<file path="config.mk">
export PLATFORM = sky130hd
export DESIGN_NAME = load_store_unit_flat
export DESIGN_NICKNAME = d
export VERILOG_FILES = /design/src/rtl/load_store_unit_if.sv /design/src/rtl/load_store_unit.sv /design/src/flat_wrapper.sv
export SDC_FILE = /design/constraint.sdc
export NUM_CORES = 1
export LEC_CHECK = 0
export BUFFER_PORTS_ARGS = -buffer_cell sky130_fd_sc_hd__buf_2
export CAP_MARGIN = 25
export CORE_MARGIN = 2
export CORE_UTILIZATION = 45
export DETAILED_ROUTE_END_ITERATION = 16
export PLACE_DENSITY = 0.83
export SETUP_SLACK_MARGIN = 0.4
export SYNTH_ARGS = -nofsm -noshare
export SYNTH_HDL_FRONTEND = slang
export SYNTH_SLANG_ARGS = --single-unit
</file>
<file path="constraint.sdc">
create_clock -name clock -period 3.4 [get_ports clock]
set_input_delay 0.34 -clock clock [delete_from_list [all_inputs] [get_ports clock]]
set_output_delay 0.34 -clock clock [all_outputs]
set_load 0.05 [all_outputs]
</file>
<file path="src/rtl/load_store_unit_if.sv">
// Request/response and data-memory bus of the load/store unit.
// slave = LSU view, master = pipeline + memory view.
interface load_store_unit_if #(
    parameter int ADDR_WIDTH = 12,
    parameter int DATA_WIDTH = 32
);
    logic                  req_valid;
    logic                  req_ready;
    logic                  req_we;
    logic [2:0]            req_funct3;
    logic [ADDR_WIDTH-1:0] req_addr;
    logic [DATA_WIDTH-1:0] req_wdata;
    logic                  rsp_valid;
    logic [DATA_WIDTH-1:0] rsp_rdata;
    logic                  misalign_err;
    logic                  mem_read_en;
    logic                  mem_write_en;
    logic [ADDR_WIDTH-1:0] mem_address;
    logic [DATA_WIDTH-1:0] mem_data_in;
    logic [2:0]            mem_funct3;
    logic [DATA_WIDTH-1:0] mem_data_out;

    modport slave (
        input  req_valid, req_we, req_funct3, req_addr, req_wdata, mem_data_out,
        output req_ready, rsp_valid, rsp_rdata, misalign_err,
               mem_read_en, mem_write_en, mem_address, mem_data_in, mem_funct3
    );

    modport master (
        output req_valid, req_we, req_funct3, req_addr, req_wdata, mem_data_out,
        input  req_ready, rsp_valid, rsp_rdata, misalign_err,
               mem_read_en, mem_write_en, mem_address, mem_data_in, mem_funct3
    );
endinterface

</file>
<file path="src/rtl/load_store_unit.sv">
// MEM-stage load/store initiator: word-only memory cycles, RMW for sb/sh, load lane extend.
// Optional macro LSU_MISALIGN_TRAP_EN: misaligned requests answer with misalign_err, no memory access.
module load_store_unit #(
    parameter int ADDR_WIDTH = 12,
    parameter int DATA_WIDTH = 32
) (
    input  logic             clock,
    input  logic             reset_n,
    load_store_unit_if.slave bus
);

    typedef enum logic [2:0] {IDLE, RD, LD_DATA, WR, RMW_WR} state_t;

    state_t                r_state;
    logic                  r_we;
    logic [2:0]            r_funct3;
    logic [ADDR_WIDTH-1:0] r_addr;
    logic [DATA_WIDTH-1:0] r_wdata;
    logic                  r_rsp_valid;
    logic [DATA_WIDTH-1:0] r_rsp_rdata;

    logic                  w_accept;
    logic                  w_trap;
    logic                  w_req_sw;
    logic [7:0]            w_byte;
    logic [15:0]           w_half;
    logic [DATA_WIDTH-1:0] w_load_data;
    logic [DATA_WIDTH-1:0] w_merge;
    logic [DATA_WIDTH-1:0] w_mem_data_in;

    assign w_accept = bus.req_valid && (r_state == IDLE);
    // stores: only 000/001 are sub-word, every other funct3 is a full word
    assign w_req_sw = bus.req_we && (bus.req_funct3[2:1] != 2'b00);

`ifdef LSU_MISALIGN_TRAP_EN
    logic w_req_half;
    logic w_req_word;
    logic r_misalign_err;

    assign w_req_half = bus.req_we ? (bus.req_funct3 == 3'b001) : (bus.req_funct3[1:0] == 2'b01);
    assign w_req_word = bus.req_we ? w_req_sw : bus.req_funct3[1];
    assign w_trap     = (w_req_half && bus.req_addr[0]) ||
                        (w_req_word && (bus.req_addr[1:0] != 2'b00));

    always_ff @(posedge clock or negedge reset_n) begin
        if (!reset_n) begin
            r_misalign_err <= 1'b0;
        end else begin
            r_misalign_err <= w_accept && w_trap;
        end
    end

    assign bus.misalign_err = r_misalign_err;
`else
    assign w_trap           = 1'b0;
    assign bus.misalign_err = 1'b0;
`endif

    // lane selection ignores the low address bits below natural alignment
    assign w_byte = 8'(bus.mem_data_out >> {r_addr[1:0], 3'b000});
    assign w_half = 16'(bus.mem_data_out >> {r_addr[1], 4'b0000});

    always_comb begin
        w_load_data = bus.mem_data_out;
        case (r_funct3)
            3'b000:  w_load_data = {{(DATA_WIDTH-8){w_byte[7]}}, w_byte};
            3'b001:  w_load_data = {{(DATA_WIDTH-16){w_half[15]}}, w_half};
            3'b100:  w_load_data = {{(DATA_WIDTH-8){1'b0}}, w_byte};
            3'b101:  w_load_data = {{(DATA_WIDTH-16){1'b0}}, w_half};
            default: w_load_data = bus.mem_data_out;
        endcase
    end

    always_comb begin
        w_merge = bus.mem_data_out;
        if (r_funct3 == 3'b000) begin
            w_merge[{r_addr[1:0], 3'b000} +: 8] = r_wdata[7:0];
        end else begin
            w_merge[{r_addr[1], 4'b0000} +: 16] = r_wdata[15:0];
        end
    end

    always_comb begin
        w_mem_data_in = '0;
        case (r_state)
            WR:      w_mem_data_in = r_wdata;
            RMW_WR:  w_mem_data_in = w_merge;
            default: w_mem_data_in = '0;
        endcase
    end

    always_ff @(posedge clock or negedge reset_n) begin
        if (!reset_n) begin
            r_state     <= IDLE;
            r_we        <= 1'b0;
            r_funct3    <= '0;
            r_addr      <= '0;
            r_wdata     <= '0;
            r_rsp_valid <= 1'b0;
            r_rsp_rdata <= '0;
        end else begin
            r_rsp_valid <= 1'b0;
            case (r_state)
                IDLE: begin
                    if (w_accept && w_trap) begin
                        r_rsp_valid <= 1'b1;
                        r_rsp_rdata <= '0;
                    end else if (w_accept) begin
                        r_we     <= bus.req_we;
                        r_funct3 <= bus.req_funct3;
                        r_addr   <= bus.req_addr;
                        r_wdata  <= bus.req_wdata;
                        r_state  <= w_req_sw ? WR : RD;
                    end
                end
                RD: begin
                    r_state <= r_we ? RMW_WR : LD_DATA;
                end
                LD_DATA: begin
                    r_rsp_rdata <= w_load_data;
                    r_rsp_valid <= 1'b1;
                    r_state     <= IDLE;
                end
                WR, RMW_WR: begin
                    r_rsp_rdata <= '0;
                    r_rsp_valid <= 1'b1;
                    r_state     <= IDLE;
                end
                default: r_state <= IDLE;
            endcase
        end
    end

    // enables come straight from state so an asynchronous reset kills them at once
    assign bus.req_ready    = (r_state == IDLE);
    assign bus.mem_read_en  = (r_state == RD);
    assign bus.mem_write_en = (r_state == WR) || (r_state == RMW_WR);
    assign bus.mem_address  = {r_addr[ADDR_WIDTH-1:2], 2'b00};
    assign bus.mem_data_in  = w_mem_data_in;
    assign bus.mem_funct3   = 3'b010;
    assign bus.rsp_valid    = r_rsp_valid;
    assign bus.rsp_rdata    = r_rsp_rdata;

endmodule

</file>
<file path="src/flat_wrapper.sv">
// flat-port wrapper written by rule: the top's interface ports become plain ports
module load_store_unit_flat 
#(
    parameter int ADDR_WIDTH = 12,
    parameter int DATA_WIDTH = 32
)
  (clock, reset_n, bus_req_valid, bus_req_we, bus_req_funct3, bus_req_addr, bus_req_wdata, bus_mem_data_out, bus_req_ready, bus_rsp_valid, bus_rsp_rdata, bus_misalign_err, bus_mem_read_en, bus_mem_write_en, bus_mem_address, bus_mem_data_in, bus_mem_funct3);
  load_store_unit_if #(.ADDR_WIDTH(ADDR_WIDTH), .DATA_WIDTH(DATA_WIDTH)) bus_i ();
  input  logic clock;
  input  logic reset_n;
  input wire logic [$bits(bus_i.req_valid)-1:0] bus_req_valid;
  input wire logic [$bits(bus_i.req_we)-1:0] bus_req_we;
  input wire logic [$bits(bus_i.req_funct3)-1:0] bus_req_funct3;
  input wire logic [$bits(bus_i.req_addr)-1:0] bus_req_addr;
  input wire logic [$bits(bus_i.req_wdata)-1:0] bus_req_wdata;
  input wire logic [$bits(bus_i.mem_data_out)-1:0] bus_mem_data_out;
  output wire logic [$bits(bus_i.req_ready)-1:0] bus_req_ready;
  output wire logic [$bits(bus_i.rsp_valid)-1:0] bus_rsp_valid;
  output wire logic [$bits(bus_i.rsp_rdata)-1:0] bus_rsp_rdata;
  output wire logic [$bits(bus_i.misalign_err)-1:0] bus_misalign_err;
  output wire logic [$bits(bus_i.mem_read_en)-1:0] bus_mem_read_en;
  output wire logic [$bits(bus_i.mem_write_en)-1:0] bus_mem_write_en;
  output wire logic [$bits(bus_i.mem_address)-1:0] bus_mem_address;
  output wire logic [$bits(bus_i.mem_data_in)-1:0] bus_mem_data_in;
  output wire logic [$bits(bus_i.mem_funct3)-1:0] bus_mem_funct3;
  assign bus_i.req_valid = bus_req_valid;
  assign bus_i.req_we = bus_req_we;
  assign bus_i.req_funct3 = bus_req_funct3;
  assign bus_i.req_addr = bus_req_addr;
  assign bus_i.req_wdata = bus_req_wdata;
  assign bus_i.mem_data_out = bus_mem_data_out;
  assign bus_req_ready = bus_i.req_ready;
  assign bus_rsp_valid = bus_i.rsp_valid;
  assign bus_rsp_rdata = bus_i.rsp_rdata;
  assign bus_misalign_err = bus_i.misalign_err;
  assign bus_mem_read_en = bus_i.mem_read_en;
  assign bus_mem_write_en = bus_i.mem_write_en;
  assign bus_mem_address = bus_i.mem_address;
  assign bus_mem_data_in = bus_i.mem_data_in;
  assign bus_mem_funct3 = bus_i.mem_funct3;
  load_store_unit #(.ADDR_WIDTH(ADDR_WIDTH), .DATA_WIDTH(DATA_WIDTH)) u_core (.clock(clock), .reset_n(reset_n), .bus(bus_i));
endmodule
</file>
==> impl_results.md <==
- Initial antenna violation count: 0
- Mapped Cells: 446
- Maximum clock frequency: between 0.3 and 0.4 GHz
- N_diodes: 0
- GP Congestion: 0.929
- Kind of end point of the critical path: output port
- Setup TNS: 0 ns
- Reg clk slew, reported paths: around 0.09 ns
- First-pass GRT wire length: 22.9 mm
- Avg WL per Cell: approximately 20 microns
- Vias: 4321
- Area growth from synthesis to layout: 24.4%
- Setup crit start kind: flip-flop
- Req. time, crit path: 3.06 ns
- Iter 0 DRT Violations: 286
- Seq cells post-synth: 84
- Drt pass-1 iters: 5
- RSZ-0062 raised after global routing: false
- Asr flop ratio synth: 100%
- All-layer global routing usage: approximately a quarter
- Critical path type: flip-flop to output port
- Synth Cell Area: 4740 sq um
- IO Count: between 150 and 200
- DRC errors left: 0
- EDFF count, synth: 0
- Hold Vio Cnt, Final: 0
- Critical Path AT: between 2 and 3 ns
- Sequential area share after synthesis: 44.3%
- Die area: 11400 sq um
- CTS Buf Count: 9
- Synth top area share: 44.3%
- Synth unique cells: 55
- Final slew viol count: 0
- Largest net degree at the start of global routing: 85
- Maxcap violations: 0
- Final Setup Violations: 0
- Commonest non-fill, non-tap cell in the layout: buf_2
- Total Routed Length: 14.8 mm
- Commonest cells after routing, fill and taps aside: buf_2, dfrtp_1, mux2_2, nand2_1, o21ai_0
- PD cells: 1100 nW/um^2
- Outcome: finished, final reports clean
- DRT antenna net count: 0
- Die H: 107 microns
- Worst VDD drop: 0.000570 V
- Root Driver: clkbuf_8
- Synth warnings: 0
- R2R setup slack: around 1.2 ns
- Initial Util: 46.1%
- Total design power: roughly 6500 uW
- Crit path max fanout: 21
- Synth Area per Inst: 10.6 sq um
- Final worst-path cycle share: between 80% and 90%
- Fraction of layout cells with a size suffix above 1: 47.1%
- Worst slew pin tran: 0.899 ns
- HPWL after detailed placement: about 11 mm
- Row cnt: 37
- Worst slew margin relative to its limit: 39.8%
- Gr ovfl total: 0
- Clk_lat worst skew: 0.36 ns
- Dominant synthesized flop cell: dfrtp_1
- Tmin final: between 2 and 3 ns
- Leakage: between 0.002 and 0.003 uW
- Biggest area consumer among synthesized cells: dfrtp_1
- Vias in the first global route: 4283
- CTS sink count: 84
- Core region area: 10300 sq um
- CTS tree: done
- Largest cells by area after synthesis: dfrtp_1, mux2_2, o21ai_0, a221o_2, nand2_1
- Final Skew: a little under 0.01 ns
- Die Wd: 107 microns
- Final #Nets: 675
- Vias per cell: 5.94
- Count of input and output buffers: between 150 and 200
- Max clock buf depth: 2
- Worst hold path class: input pin to flip-flop
- Number of H-tree levels: 3
[flip-flops by register name (all words and copies together), names as in the netlist]
register              cells
u_core.r_wdata           32
u_core.bus.rsp_valid      1
u_core.r_funct3           3
u_core.r_addr            12
u_core.bus.rsp_rdata     32
u_core.r_we               1
u_core.r_state            3
[worst paths after layout]
path	startpoint	end	cells after the start
max in group asynchronous	reset_n	u_core.bus.rsp_rdata[27]	3
setup / recovery	u_core.r_funct3[1]	bus_mem_data_in[14]	5
min in group asynchronous	reset_n	u_core.r_wdata[15]	2
hold / removal	bus_req_addr[8]	u_core.r_addr[8]	2
hold reg to reg	u_core.bus.rsp_rdata[15]	u_core.bus.rsp_rdata[15]	1
setup reg to reg	u_core.r_state[1]	u_core.bus.rsp_rdata[28]	3
[cells by family after synthesis]
| logic type | share of synthesized area, % |
|---|---|
| other | 0.158 |
| multiplexers | 13.6 |
| adder cells (fa/ha/maj) | 1.32 |
| AO/OA/AOI/OAI | 22.4 |
| AND/OR/NAND/NOR | 11.8 |
| buffers and inverters | 6.39 |
| flip-flops | 44.3 |
[synth_stat cells (5+ instances only)]
cell type,instances
nor2_1,12
o21ai_0,48
nor3b_1,8
nor3_1,7
ha_1,5
clkbuf_1,12
buf_4,20
nand2_1,41
mux2_2,54
buf_2,11
a221o_2,16
a211oi_1,7
and2_1,14
dfrtp_1,84
a221oi_1,13
a22o_1,8
o31ai_1,11
o21a_1,6
a221o_1,10
[power breakdown]
| part | total [uW] | switching, uW | internal [uW] |
|---|---|---|---|
| logic | 3690 | 2460 | 1230 |
| clock network | 877 | 383 | 494 |
| registers | 1930 | 475 | 1460 |
| total | 6500 | 3310 | 3180 |
[per-stage QoR]
step | area [sq um] | setup slack [ns] | std cells | hold WS [ns] | util (%)
3_3_place_gp | 5580 | 0.545 | 707 | 0.460 | 54.3
6_report | 5900 | 0.509 | 728 | 0.202 | 57.4
5_1_grt | 5900 | 0.411 | 728 | 0.190 | 57.4
3_5_place_dp | 5580 | 0.432 | 707 | 0.465 | 54.3
4_1_cts | 5830 | 0.412 | 723 | 0.188 | 56.7
2_1_floorplan | 4820 | 0.338 | 450 | 0.0444 | -
[layout make-up]
type	count	area, sq um
Clock buffer	9	124
Fill cell	913	4380
Sequential cell	84	2100
Multi-Input combinational cell	313	2430
Inverter	6	23.8
Clock inverter	7	123
Tap cell	136	170
Timing Repair Buffer	173	930
[per-layer routing]
layer | GRT usage, % | wire, microns | vias to the layer above
met5 | 0 | 0 | -
met1 | 36.1 | 6180 | 2119
li1 | - | - | 1937
met4 | 8.72 | 341 | 0
met3 | 5.71 | 1280 | 34
met2 | 41.5 | 6960 | 231
[timing repair]
action                                 4_1_cts  5_1_grt
hold buffers                                 0        1
endpoints found under the hold margin        0       39
gates resized for setup                      3        6
setup endpoints to repair                   32       28
setup buffers                                0        3
[worst max-delay path, stage by stage (launching register included)]
cell     delay, ns
dfrtp_1       0.72
nor3_2        0.09
buf_4         0.23
o31ai_2       0.56
a221o_1       0.31
buf_2         0.28
Note: power is estimated with default switching activity, not from simulation.
